`config.mk`:
```
export PLATFORM = sky130hd
export DESIGN_NAME = shift_add_multiplier
export DESIGN_NICKNAME = d
export VERILOG_FILES = /design/src/rtl/turing_arith_pkg.sv /design/src/rtl/shift_add_multiplier.sv
export SDC_FILE = /design/constraint.sdc
export NUM_CORES = 1
export LEC_CHECK = 0
export ABC_AREA = 1
export CORE_MARGIN = 5
export CORE_UTILIZATION = 37
export DETAILED_ROUTE_END_ITERATION = 10
export PLACE_DENSITY = 0.78
export SYNTH_ARGS = -nofsm -noshare
export SYNTH_HDL_FRONTEND = slang
export SYNTH_SLANG_ARGS = --single-unit
export TNS_END_PERCENT = 5
```
`constraint.sdc`:
```
create_clock -name i_clock -period 1.6 [get_ports i_clock]
set_input_delay 0.48 -clock i_clock [delete_from_list [all_inputs] [get_ports i_clock]]
set_output_delay 0.48 -clock i_clock [all_outputs]
set_load 0.1 [all_outputs]
```
`src/rtl/turing_arith_pkg.sv`:
```
// Arithmetic package shared by the shift-add multiplier and the restoring divider:
// common FSM state encoding and the iteration-counter width helper.
package turing_arith_pkg;

    typedef enum logic [1:0] {
        ST_IDLE = 2'd0,
        ST_RUN  = 2'd1,
        ST_DONE = 2'd2
    } arith_state_t;

    // Bits needed to hold an iteration count from n down to 0.
    function automatic int count_width(input int n);
        return $clog2(n + 1);
    endfunction

endpackage

```
`src/rtl/shift_add_multiplier.sv`:
```
// Sequential unsigned N x N -> 2N radix-2 shift-and-add multiplier with an external N-bit adder.
// Optional MULTIPLIER_ZERO_BYPASS_EN: a zero operand finishes one cycle after acceptance.
module shift_add_multiplier
    import turing_arith_pkg::*;
#(
    parameter int N = 8
) (
    input  logic             i_clock,
    input  logic             i_reset_n,
    input  logic             i_start,
    output logic             o_busy,
    output logic             o_finished,
    input  logic [N-1:0]     i_multiplicand,
    input  logic [N-1:0]     i_multiplier,
    output logic [2*N-1:0]   o_product,
    output logic [N-1:0]     o_adder_augend,
    output logic [N-1:0]     o_adder_addend,
    input  logic [N-1:0]     i_adder_sum,
    input  logic             i_adder_carry
);

    localparam int CW = count_width(N);

    arith_state_t     state, state_next;
    logic [2*N-1:0]   p_q;
    logic [N-1:0]     a_q;
    logic [CW-1:0]    count_q;
    logic             accept;
    logic             bypass;

    assign accept = i_start && ((state == ST_IDLE) || (state == ST_DONE));

`ifdef MULTIPLIER_ZERO_BYPASS_EN
    assign bypass = (i_multiplicand == '0) || (i_multiplier == '0);
`else
    assign bypass = 1'b0;
`endif

    always_comb begin
        state_next = state;
        case (state)
            ST_IDLE: if (accept) state_next = bypass ? ST_DONE : ST_RUN;
            ST_RUN:  if (count_q == CW'(1)) state_next = ST_DONE;
            ST_DONE: begin
                if (accept) state_next = bypass ? ST_DONE : ST_RUN;
                else        state_next = ST_IDLE;
            end
            default: state_next = ST_IDLE;
        endcase
    end

    always_ff @(posedge i_clock or negedge i_reset_n) begin
        if (!i_reset_n) begin
            state <= ST_IDLE;
        end else begin
            state <= state_next;
        end
    end

    // The adder result always enters the top of P, carry included, so no
    // iteration can lose a bit; a zero addend degenerates to a plain shift.
    always_ff @(posedge i_clock or negedge i_reset_n) begin
        if (!i_reset_n) begin
            p_q     <= '0;
            a_q     <= '0;
            count_q <= '0;
        end else if (accept) begin
            p_q     <= bypass ? '0 : {{N{1'b0}}, i_multiplier};
            a_q     <= i_multiplicand;
            count_q <= CW'(N);
        end else if (state == ST_RUN) begin
            p_q     <= {i_adder_carry, i_adder_sum, p_q[N-1:1]};
            count_q <= count_q - CW'(1);
        end
    end

    assign o_busy         = (state == ST_RUN);
    assign o_finished     = (state == ST_DONE);
    assign o_product      = p_q;
    assign o_adder_augend = p_q[2*N-1:N];
    assign o_adder_addend = p_q[0] ? a_q : '0;

endmodule

```
==> results by group <==
Route
  – Final wirelength: 3.90 mm
  – Post-DRT Antenna Nets: 0
  – DR WL/cell: 13.2 um
  – Vias: 1333
  – Initial drt markers: 40
  – DRC viols: 0
  – DR vias/cell: 4.52
  – Pre-antenna DRT Iters: 4

Yosys
  – Prevailing post-synth register cell: dfrtp_1
  – Ys Warns: 0
  – Synth cell count leaders: 105 x nand2_1, 30 x dfrtp_1, 13 x inv_1, 9 x buf_4, 6 x nor2_1
  – Most common cell in the netlist: nand2_1
  – Synth cell types: 17
  – Sequential element share of the synthesized area: 52.2%
  – Synth top area share: 52.2%
  – Async SR Flop Fraction: 100%
  – Synthesized instance count: 184
  – Synth area leaders: dfrtp_1 52%, nand2_1 27%, buf_4 4.7%
  – Yosys reg bits: 30
  – Syn_nets: 214
  – Leading area contributor after synthesis: dfrtp_1
  – Post-synth EDFFs: 0
  – Syn avg cell area: 7.82 um^2
  – Syn Std Cell Area: 1440 um^2

Timing
  – Period Utilization, post-route: 110%
  – Setup repair after global routing missed its margin: yes
  – F_max: 567 MHz
  – Setup Skew: 0.00858 ns
  – Endpoints failing hold: 0
  – Minimum clock period: 1.76 ns
  – Slew @ Worst Pin: 0.267 ns
  – Final worst setup slack: -0.162 ns
  – Setup violators final: 9
  – Pins Over Slew Limit: 0
  – Slew margin rel.: 82.2%
  – Final setup TNS: -1.20 ns

Clock tree
  – Root buffer cell: clkbuf_8
  – Clock Latency Late Sink: 0.29 ns
  – CTS Sinks: 30
  – CTS H-tree lvls: 2
  – Clk buf depth: 2
  – TritonCTS Buffers: 5
  – Clock transition at path regs: 0.06 ns
  – TritonCTS clock tree: done

GRT
  – Global-route wire length before repair: 6.11 mm
  – Vias in the first global route: 1339
  – GR Overflow Total: 0
  – Largest net degree at the start of global routing: 31
  – Total track usage: 15.4%
  – Initial antenna violation count: 0

Status
  – Status: finished, violations left
  – Failing checks: negative setup slack

Setup path
  – CP max FO: 5
  – Family with the most delay on the worst path: flip-flops
  – Flop2flop setup slack: 0.34 ns
  – Critical Path RT: 1.12 ns
  – Crit. End Element: primary output
  – Cell Chain, Critical Path: buf_6, nand2_4, clkinvlp_4, buf_12
  – Worst r2r src: state[1]
  – Buffer and inverter count on the worst path: 3
  – CP startpoint kind: flop
  – Crit Path Class: flop to primary output
  – Crit-path slowest cell: dfrtp_4
  – Delay of the slowest critical-path stage: 0.49 ns
  – R2r endpoint: count_q[2]
  – Worst-case reg-to-reg path depth: 6
  – Crit path DAT: 1.28 ns

Placed design
  – # port buffers: 61
  – Gpl congestion: 0.748
  – DP HPWL: 2.79 mm

Floorplan
  – Initial Util: 38.7%
  – Core Area: 3720 um^2
  – Top-Level Pins: 62
  – FP Rows: 22
  – Die Width: 72.4 um
  – Die area: 5240 um^2
  – Chip Height: 72.4 um

Finish
  – Nets: 276
  – Diode count: 0
  – Area delta synth->final: 84.7%
  – Filler cell count: 254
  – Share of cells above drive strength 1: 30.0%

Min path
  – Hold path cells: 2
  – WHS Endpoint: a_q[4]
  – Tightest Hold Check Type: flop to flop
  – Hold Startpoint: a_q[4]

Run
  – # Max-Cap Violations: 0
## cell usage in the layout, fill, tap and decap left out, types with 2 or more instances in the layout
cell type,n
buf_4,2
nor2_1,4
o21ai_0,3
inv_2,2
clkinvlp_4,8
buf_12,39
nand2_1,97
clkdlybuf4s50_1,27
nand3_1,3
clkbuf_8,6
ha_1,2
nand2_4,9
inv_1,5
dfrtp_1,28
## final cells by class
| class | count | area (um^2) | share of cell area (%) |
|---|---|---|---|
| Clock inverter | 1 | 5.00 | 0.188 |
| Tap cell | 48 | 60.1 | 2.26 |
| Timing Repair Buffer | 69 | 1080 | 40.5 |
| Clock buffer | 7 | 86.3 | 3.25 |
| Multi-Input combinational cell | 124 | 581 | 21.8 |
| Inverter | 16 | 92.6 | 3.48 |
| Sequential cell | 30 | 756 | 28.4 |
## per-layer routing
layer | global-route usage (%) | part of all wire [%]
met5 | 0 | 0
met4 | 7.93 | 1.8
met3 | 6.09 | 8.6
met2 | 25.2 | 51
met1 | 17.2 | 38
## sequential cells by signal, summed over array words and instances, names as in the netlist
signal and flops:
a_q 8, count_q 4, o_product 16, state 2
## worst max path at each step
stage / start / endpoint / slack (ns) / depth (start not counted)
6_report: o_product[0] / o_adder_addend[2] / -0.16 / 4
5_1_grt: o_product[0] / o_adder_addend[2] / -0.19 / 4
4_1_cts: o_product[0] / o_adder_addend[1] / -0.11 / 3
3_5_place_dp: i_start / count_q[2] / -0.06 / 6
3_3_place_gp: i_start / count_q[2] / 0.02 / 6
2_1_floorplan: o_product[11] / o_product[11] / -0.22 / 1
## what timing repair did
item	CTS	global route
endpoints found under the setup margin	9	10
gates resized for setup	2	17
hold buffers	0	0
buffers inserted	1	2
endpoints found under the hold margin	0	0
## worst reg2reg max path: stages, from the launching register on
cell and delay (ns):
dfrtp_1 0.40, inv_1 0.08, nand2_1 0.19, nand2_4 0.10
inv_2 0.23, nand2_1 0.08, o21ai_0 0.10
## kinds of logic after synthesis
group,synth area share (%)
flip-flops,52.2
AO/OA/AOI/OAI,1.48
AND/OR/NAND/NOR,32.0
XOR/XNOR,0.609
adder cells (fa/ha/maj),1.74
buffers and inverters,12.0
## through the flow
stage               cell area, um^2  instances  hold slack, ns  utilization, %  worst slack [ns]
finish                         2660        295           0.503            71.5            -0.162
global route                   2660        295           0.570            71.5            -0.191
detailed placement             2460        284           0.465            66.3           -0.0628
CTS                            2570        293           0.482            69.2            -0.110
floorplan                      1480        184           0.184               -            -0.220
global placement               2460        284           0.461            66.3            0.0225
Power is left out: the tool's default activity adds up to more than one toggle a clock period on the data nets, which glitch-free logic cannot reach.
